**src/rtl/io_port_bank.sv**
```systemverilog
// io_port_bank: memory-mapped bank of NUM_PORTS output ports for the FemtoRV32 bus.
// Each port has DATA with SET/CLR/TOG write aliases. Optional per-port hardware
// blink (BLINK_MASK, BLINK_DIV, counter, phase) is compiled in when the macro
// IO_PORT_BANK_BLINK_EN is defined; without it port_out is simply DATA.
// Bus handshake: the bank never stalls (mem_rbusy/mem_wbusy are 0); a write is
// accepted on any rising edge where the address is selected and mem_wmask != 0,
// and a read strobe loads mem_rdata on its edge, which holds until the next
// selected strobe.
module io_port_bank #(
  parameter int NUM_PORTS = 2,
  parameter int PORT_WIDTH = 8,
  parameter logic [PORT_WIDTH-1:0] RESET_VALUE = '0,
  parameter int IO_BIT = 22
) (
  input  logic                            clk,
  input  logic                            reset,
  input  logic [31:0]                     mem_addr,
  input  logic [31:0]                     mem_wdata,
  input  logic [3:0]                      mem_wmask,
  input  logic                            mem_rstrb,
  output logic [31:0]                     mem_rdata,
  output logic                            mem_rbusy,
  output logic                            mem_wbusy,
  output logic [NUM_PORTS*PORT_WIDTH-1:0] port_out
);

  localparam int PW = PORT_WIDTH;

  logic          sel;
  logic [2:0]    port_idx;
  logic [2:0]    reg_idx;
  logic          port_ok;
  logic          wr_en;
  logic          rd_en;
  logic          data_wr;
  logic [31:0]   byte_mask;
  logic [31:0]   wbits;
  logic [PW-1:0] data_q [NUM_PORTS];
  logic [PW-1:0] cur_data;
  logic [31:0]   data_ext;
  logic [31:0]   data_new_ext;
  logic [PW-1:0] data_next;
  logic [31:0]   rd_value;
  logic          unused_bits;

  assign mem_rbusy = 1'b0;
  assign mem_wbusy = 1'b0;

  // Address decode and byte-lane write data
  always_comb begin
    sel       = mem_addr[IO_BIT];
    port_idx  = mem_addr[7:5];
    reg_idx   = mem_addr[4:2];
    port_ok   = ({1'b0, port_idx} < 4'(NUM_PORTS));
    wr_en     = sel && (mem_wmask != 4'b0000) && port_ok;
    rd_en     = sel && mem_rstrb;
    byte_mask = {{8{mem_wmask[3]}}, {8{mem_wmask[2]}}, {8{mem_wmask[1]}}, {8{mem_wmask[0]}}};
    wbits     = mem_wdata & byte_mask;
  end

  // Select the addressed port's DATA and compute its post-write value
  always_comb begin
    cur_data = '0;
    for (int p = 0; p < NUM_PORTS; p++) begin
      if (port_idx == 3'(p)) cur_data = data_q[p];
    end
    data_ext = 32'(cur_data);
    case (reg_idx)
      3'd0:    data_new_ext = (data_ext & ~byte_mask) | wbits;
      3'd1:    data_new_ext = data_ext | wbits;
      3'd2:    data_new_ext = data_ext & ~wbits;
      3'd3:    data_new_ext = data_ext ^ wbits;
      default: data_new_ext = data_ext;
    endcase
    data_next = data_new_ext[PW-1:0];
    data_wr   = wr_en && (reg_idx <= 3'd3);
  end

  // DATA registers: one per port, updated only by writes to registers 0-3
  always_ff @(posedge clk or posedge reset) begin
    if (reset) begin
      for (int p = 0; p < NUM_PORTS; p++) data_q[p] <= RESET_VALUE;
    end else begin
      for (int p = 0; p < NUM_PORTS; p++) begin
        if (data_wr && (port_idx == 3'(p))) data_q[p] <= data_next;
      end
    end
  end

`ifdef IO_PORT_BANK_BLINK_EN
  logic [PW-1:0] mask_q  [NUM_PORTS];
  logic [23:0]   div_q   [NUM_PORTS];
  logic [23:0]   cnt_q   [NUM_PORTS];
  logic          phase_q [NUM_PORTS];
  logic [PW-1:0] cur_mask;
  logic [23:0]   cur_div;
  logic [31:0]   mask_new_ext;
  logic [31:0]   div_new_ext;
  logic          mask_wr;
  logic          div_wr;
  logic          unused_blink;

  // Select the addressed port's blink settings and compute post-write values
  always_comb begin
    cur_mask = '0;
    cur_div  = '0;
    for (int p = 0; p < NUM_PORTS; p++) begin
      if (port_idx == 3'(p)) begin
        cur_mask = mask_q[p];
        cur_div  = div_q[p];
      end
    end
    mask_new_ext = (32'(cur_mask) & ~byte_mask) | wbits;
    div_new_ext  = (32'(cur_div) & ~byte_mask) | wbits;
    mask_wr      = wr_en && (reg_idx == 3'd4);
    div_wr       = wr_en && (reg_idx == 3'd5);
  end

  // Blink settings registers
  always_ff @(posedge clk or posedge reset) begin
    if (reset) begin
      for (int p = 0; p < NUM_PORTS; p++) begin
        mask_q[p] <= '0;
        div_q[p]  <= '0;
      end
    end else begin
      for (int p = 0; p < NUM_PORTS; p++) begin
        if (mask_wr && (port_idx == 3'(p))) mask_q[p] <= mask_new_ext[PW-1:0];
        if (div_wr && (port_idx == 3'(p)))  div_q[p]  <= div_new_ext[23:0];
      end
    end
  end

  // Blink counters: count 0..BLINK_DIV then wrap and flip phase; DIV=0 or a DIV write parks at 0
  always_ff @(posedge clk or posedge reset) begin
    if (reset) begin
      for (int p = 0; p < NUM_PORTS; p++) begin
        cnt_q[p]   <= '0;
        phase_q[p] <= 1'b0;
      end
    end else begin
      for (int p = 0; p < NUM_PORTS; p++) begin
        if ((div_wr && (port_idx == 3'(p))) || (div_q[p] == 24'd0)) begin
          cnt_q[p]   <= '0;
          phase_q[p] <= 1'b0;
        end else if (cnt_q[p] >= div_q[p]) begin
          cnt_q[p]   <= '0;
          phase_q[p] <= ~phase_q[p];
        end else begin
          cnt_q[p] <= cnt_q[p] + 24'd1;
        end
      end
    end
  end

  // Port outputs: DATA with masked bits inverted during the odd blink phase
  always_comb begin
    for (int p = 0; p < NUM_PORTS; p++) begin
      port_out[p*PW +: PW] = data_q[p] ^ (mask_q[p] & {PW{phase_q[p]}});
    end
  end

  assign unused_blink = ^{mask_new_ext, div_new_ext};
`else
  // Port outputs: DATA drives the pins directly
  always_comb begin
    for (int p = 0; p < NUM_PORTS; p++) begin
      port_out[p*PW +: PW] = data_q[p];
    end
  end
`endif

  // Read mux: pre-write register contents of the addressed port
  always_comb begin
    rd_value = 32'd0;
    if (port_ok) begin
      case (reg_idx)
        3'd0, 3'd1, 3'd2, 3'd3: rd_value = data_ext;
`ifdef IO_PORT_BANK_BLINK_EN
        3'd4:                   rd_value = 32'(cur_mask);
        3'd5:                   rd_value = 32'(cur_div);
`endif
        default:                rd_value = 32'd0;
      endcase
    end
  end

  // Registered read data, loaded only on a selected read strobe
  always_ff @(posedge clk or posedge reset) begin
    if (reset) mem_rdata <= 32'd0;
    else if (rd_en) mem_rdata <= rd_value;
  end

  // Address/data bits outside the decoded fields are intentionally ignored
  assign unused_bits = ^{mem_addr, mem_wdata, data_new_ext};

endmodule

```
**config.mk**
```make
export PLATFORM = sky130hd
export DESIGN_NAME = io_port_bank
export DESIGN_NICKNAME = d
export VERILOG_FILES = /design/src/rtl/io_port_bank.sv
export SDC_FILE = /design/constraint.sdc
export NUM_CORES = 1
export LEC_CHECK = 0
export CORE_MARGIN = 2
export CORE_UTILIZATION = 37
export CTS_CLUSTER_DIAMETER = 30
export DETAILED_ROUTE_END_ITERATION = 6
export HOLD_SLACK_MARGIN = 0.12
export PLACE_DENSITY = 0.9
export SYNTH_ARGS = -nofsm -noshare
export SYNTH_HDL_FRONTEND = slang
export SYNTH_SLANG_ARGS = --single-unit
```
**constraint.sdc**
```tcl
create_clock -name clk -period 4.05 [get_ports clk]
set_clock_uncertainty 0.15 [all_clocks]
set_input_delay 0.405 -clock clk [delete_from_list [all_inputs] [get_ports clk]]
set_output_delay 0.405 -clock clk [all_outputs]
set_load 0.01 [all_outputs]
```
==> flow_summary.json, run 1 <==
{
  "wl_per_cell_microns": 14.1,
  "cp_slowest_stage_delay_ns": 0.91,
  "area_growth_pct": 25.5,
  "grt_first_pass_wirelength_microns": 6060,
  "fin_crit_sh_pct": 68.8,
  "setup_viol": 0,
  "antenna_left": 0,
  "synth_area_leaders": "dfrtp_1 (36%), buf_4 (12%), mux2_2 (10%)",
  "insertedDiodeCount": 0,
  "clock_path_buffers": 2,
  "clock_sinks": 24,
  "synth.distinct_cells": 24,
  "fp.dieW_microns": 71.2,
  "power.total_uw": 617,
  "vias": 1348,
  "finalHoldViolations": 0,
  "cts_setup_buffers": 0,
  "p_per_area_nw_per_um2": 295,
  "row_count": 24,
  "layout_common_cells": "clkdlybuf4s50_1 (45), nand2_1 (26), conb_1 (26)",
  "initial_utilization_pct": 38.3,
  "place_inst": 257,
  "cts_resized": 0,
  "p_leak_uw": 0.000937,
  "yosysTopAreaCell": "dfrtp_1",
  "fin_tns_setup_ns": 0,
  "cp.arrival_ns": 2.80,
  "drtIter0Drc": 87,
  "grt_util_all_layers_pct": 15.1,
  "vias_per_cell": 5.16,
  "peakVddDrop_mv": 0.133,
  "slowest_stage": "clkdlybuf4s50_1",
  "netlist.area_leader.share_pct": 36.0,
  "ys_ff_latch": 24,
  "post_route_cells_drive_above_1_share_pct": 11.0,
  "gp_congestion": 0.742,
  "grt_start_max_net_pins": 25,
  "final_common_cell": "clkdlybuf4s50_1",
  "synth_area_sq_um": 1670,
  "end_kind": "flip-flop",
  "synth.avg_cell_area_sq_um": 9.82,
  "n_fill_cell": 417,
  "cp_max_fo": 10,
  "cts_tree": "yes",
  "fmax_ghz": 0.359,
  "final_cells": 261,
  "finalCriticalPeriod_ns": 2.79,
  "drv_slew": 0,
  "synthCells": 170,
  "core_area_sq_um": 4350,
  "ys_seq_area_share_pct": 36.0,
  "path_buf_inv": 1,
  "insertion_delay_ns": 0.27,
  "wl_microns": 3680,
  "fin_util_pct": 48.1,
  "cts_inserted_buffers": 3,
  "cp_cell_sequence": "clkdlybuf4s50_1 -> mux2i_1 -> nor2_1 -> ha_1 -> nor2b_1 -> o21ai_0 -> o221ai_1 -> mux2_2",
  "critPathKind": "primary input to flip-flop",
  "cts_hold_buffers": 0,
  "layout.nets": 289,
  "hp-class": "flip-flop to flip-flop",
  "rsz0062_at_grt": "no",
  "hpwl_microns": 2800,
  "outcome": "finished clean",
  "crit_required_ns": 4.06,
  "ioPinCount": 121,
  "drt_pass1_iterations": 4,
  "grt_pass1_vias": 1307,
  "root_buffer": "clkbuf_8",
  "htree_num_levels": 1,
  "worst_pin_slew_ns": 0.886,
  "clk_pin_slew_worst_paths_ns": 0.09,
  "die_h_microns": 71.2,
  "grt_overflow": 0,
  "port_buffers": 45,
  "antenna_found_initial": 0,
  "dieArea_sq_um": 5060,
  "drv_cap": 0,
  "route.detailed.drc": 0,
  "worst_slew_margin_rel_pct": 40.9,
  "cp-start-kind": "primary input",
  "synth_warnings": 0,
  "crit_family": "buffers and inverters"
}
[power breakdown]
group / total [uW] / internal [uW] / leakage, uW / switching [uW]
Clock: 162 / 86.8 / 0.0000288 / 75.6
Sequential: 278 / 261 / 0.000328 / 16.8
Combinational: 176 / 90.2 / 0.000580 / 86.0
[final timing paths]
path | start | endpoint | cells past startpoint | slack, ns
max in group asynchronous | reset | port_out[4] | 2 | 2.72
worst min-delay path | mem_rdata[4] | mem_rdata[4] | 2 | 0.33
worst max-delay path | mem_addr[5] | port_out[5] | 8 | 1.26
worst max register to register | port_out[13] | port_out[5] | 7 | 2.02
worst min register to register | mem_rdata[4] | mem_rdata[4] | 2 | 0.33
min in group asynchronous | reset | mem_rdata[6] | 2 | 0.47
[cells in the mapped netlist]
library cell / n
buf_4: 26
nand2_1: 26
dfrtp_1: 24
mux2_2: 15
nor2_1: 9
o21ai_0: 9
ha_1: 8
mux2i_1: 8
o221ai_1: 8
o31a_1: 8
o211ai_1: 7
clkbuf_1: 4
nor2b_1: 4
buf_1: 2
buf_2: 2
nor3b_4: 2
buf_6: 1
conb_1: 1
inv_1: 1
mux2_1: 1
nand3b_2: 1
nor4_1: 1
or2_1: 1
or2_2: 1
[tightest hold or removal path, stage by stage, from the launching register on]
cell and delay [ns]:
dfrtp_1 0.34, nand2_1 0.05, o21ai_0 0.06
[cells by family (layout without fill, tap and decap cells)]
family,Yosys count,in the layout,synth area share (%)
and+or+nand+nor,45,45,13.4
muxes,24,24,15.6
AOI/OAI and AO/OA,32,32,14.2
buffers and inverters,36,50,14.5
DFF,24,24,36.0
other,1,26,0.225
adders and majority gates,8,8,6.00
[per-stage QoR]
stage               hold slack, ns  setup WS (ns)  cell area, sq um
floorplan                    0.270           1.91              1760
CTS                          0.338           1.29              2090
finish                       0.330           1.26              2090
global placement             0.312           1.05              2040
global route                 0.391           1.10              2090
detailed placement           0.320          0.998              2040
[flip-flops by register name (all words and copies together), names as in the netlist]
name,count
mem_rdata,8
port_out,16
[cell type report]
type | count | area [sq um] | area share [%]
tap | 52 | 65.1 | 3.11
timing repair buffer | 45 | 450 | 21.5
inverter | 1 | 3.75 | 0.179
multi-input combinational | 135 | 920 | 43.9
clock buffer | 4 | 55.1 | 2.63
sequential | 24 | 601 | 28.7
[per-layer routing]
| layer | routed length [microns] | GRT usage, % | up-vias |
|---|---|---|---|
| met4 | 77 | 5.66 | 0 |
| li1 | - | - | 627 |
| met1 | 1540 | 19.5 | 651 |
| met2 | 1790 | 24.4 | 61 |
| met3 | 275 | 3.70 | 9 |
| met5 | 0 | 0 | - |
No activity file was read; power rests on OpenSTA's default activity.
==> inputs of run 2 (changes only) <==
CORE_UTILIZATION = 35   (was 37)
PLACE_DENSITY = 0.86   (was 0.9)
clock period = 2.8 ns   (was 4.05 ns; I/O delays follow)
==> run 2 against run 1 <==
Compared with the run above: register-to-register slack got worse by 1.2 ns; cell count up 5.0%; die area up 5.4%; non-clock buffer count grew 12; combinational power increased by 58%; wire length grew 7.1%; critical endpoint is now port_out[13]; largest cell class unchanged.
==> flow_summary.json, run 2 (same netlist as run 1, synthesis figures left out) <==
{
  "outcome": "finished clean",
  "crit_family": "simple AND/OR/NAND/NOR gates",
  "clock_sinks": 24,
  "finalHoldViolations": 0,
  "end_kind": "flip-flop",
  "cts_setup_buffers": 0,
  "dieArea_sq_um": 5340,
  "final_common_cell": "clkdlybuf4s50_1",
  "antenna_left": 0,
  "fin_tns_setup_ns": 0,
  "drtIter0Drc": 44,
  "grt_start_max_net_pins": 25,
  "peakVddDrop_mv": 0.182,
  "dp_slack_ns": 0.135,
  "drt_pass1_iterations": 4,
  "fp.dieW_microns": 73.1,
  "row_count": 25,
  "setup_viol": 0,
  "antenna_found_initial": 0,
  "insertion_delay_ns": 0.27,
  "core_area_sq_um": 4660,
  "finalCriticalPeriod_ns": 2.42,
  "p_leak_uw": 0.000987,
  "cts_resized": 0,
  "slowest_stage": "or2_1",
  "vias_per_cell": 4.97,
  "gp_congestion": 0.785,
  "layout.nets": 301,
  "worst_slew_margin_rel_pct": 39.7,
  "internal_power_uw": 621,
  "p_seq_share_pct": 45.6,
  "ioPinCount": 121,
  "root_buffer": "clkbuf_8",
  "clock_path_buffers": 2,
  "worst_pin_slew_ns": 0.904,
  "hpwl_microns": 3060,
  "p_comb_share_pct": 31.6,
  "area_growth_pct": 30.2,
  "critPathKind": "primary input to flip-flop",
  "cts_tree": "yes",
  "post_route_cells_drive_above_1_share_pct": 15.5,
  "clk_pin_slew_worst_paths_ns": 0.08,
  "p_per_area_nw_per_um2": 405,
  "p_sw_uw": 259,
  "cts_hold_buffers": 0,
  "cp_slowest_stage_delay_ns": 0.54,
  "layout_common_cells": "clkdlybuf4s50_1 (45), nand2_1 (26), conb_1 (26)",
  "grt_pass1_vias": 1379,
  "fin_crit_sh_pct": 86.5,
  "grt_util_all_layers_pct": 15.1,
  "largest_reg_flops": 16,
  "wl_microns": 3950,
  "initial_utilization_pct": 35.8,
  "route.detailed.drc": 0,
  "drv_slew": 0,
  "crit_required_ns": 2.81,
  "cp-start-kind": "primary input",
  "cts_inserted_buffers": 3,
  "htree_num_levels": 1,
  "netSwitchingFraction_pct": 29.4,
  "hp-class": "flip-flop to flip-flop",
  "fmax_ghz": 0.413,
  "setup_slack_ns": 0.378,
  "drv_cap": 0,
  "cp_max_fo": 17,
  "path_buf_inv": 1,
  "vias": 1362,
  "wl_per_cell_microns": 14.4,
  "cp.arrival_ns": 2.43,
  "cp_cell_sequence": "clkdlybuf4s50_1 -> or2_1 -> nor2_1 -> ha_1 -> nor2b_1 -> o21ai_0 -> o221ai_1 -> mux2_2",
  "grt_first_pass_wirelength_microns": 6090,
  "p_clk_share_pct": 22.8,
  "rsz0062_at_grt": "no",
  "die_h_microns": 73.1,
  "grt_overflow": 0,
  "insertedDiodeCount": 0,
  "port_buffers": 45
}
[run 2: cell count changes in the layout (fill, tap and decap cells not counted)]
cell / before / now
clkbuf_8: 4 / 3
buf_4: 0 / 12
[run 2: area by class of cell]
class	instances	area, sq um
timing repair buffer	57	541
inverter	1	3.75
fill	456	2490
sequential	24	601
clock buffer	3	41.3
multi-input combinational	135	920
tap	54	67.6
[run 2: path summary, 6_finish.rpt]
check	from	end	slack [ns]	cells after the start
worst min-delay path	mem_rdata[2]	mem_rdata[2]	0.34	2
min in group asynchronous	reset	mem_rdata[0]	0.36	2
worst max register to register	port_out[12]	port_out[4]	0.87	7
worst min register to register	mem_rdata[2]	mem_rdata[2]	0.34	2
worst max-delay path	mem_addr[6]	port_out[13]	0.38	8
max in group asynchronous	reset	port_out[0]	1.58	2
[run 2: routing by layer]
| layer | routed length [microns] | global-route usage, % | vias to the layer above |
|---|---|---|---|
| met3 | 304 | 3.73 | 7 |
| met1 | 1700 | 18.3 | 636 |
| met4 | 78 | 6.58 | 0 |
| met2 | 1870 | 25.4 | 60 |
| met5 | 0 | 0 | - |
| li1 | - | - | 659 |
[run 2: power groups by stage]
stage | clock network [uW] | logic [uW] | registers (uW)
floorplan | 0 | 150 | 420
global placement | 0 | 270 | 406
detailed placement | 0 | 278 | 408
CTS | 208 | 279 | 402
global route | 217 | 304 | 406
finish | 200 | 278 | 401
[run 2: per-stage QoR]
step	hold WS, ns	util, %	power (uW)	instance area [sq um]	cells
3_3_place_gp	0.315	45.7	677	2130	271
4_1_cts	0.342	46.6	889	2170	274
2_1_floorplan	0.145	-	570	1760	195
6_report	0.336	46.6	880	2170	274
3_5_place_dp	0.324	45.7	686	2130	271
5_1_grt	0.394	46.6	927	2170	274
[run 2: tightest hold or removal path, cell delays in order (launching register included)]
cell and delay, ns:
dfrtp_1 0.35, nand2_1 0.05, o21ai_0 0.06
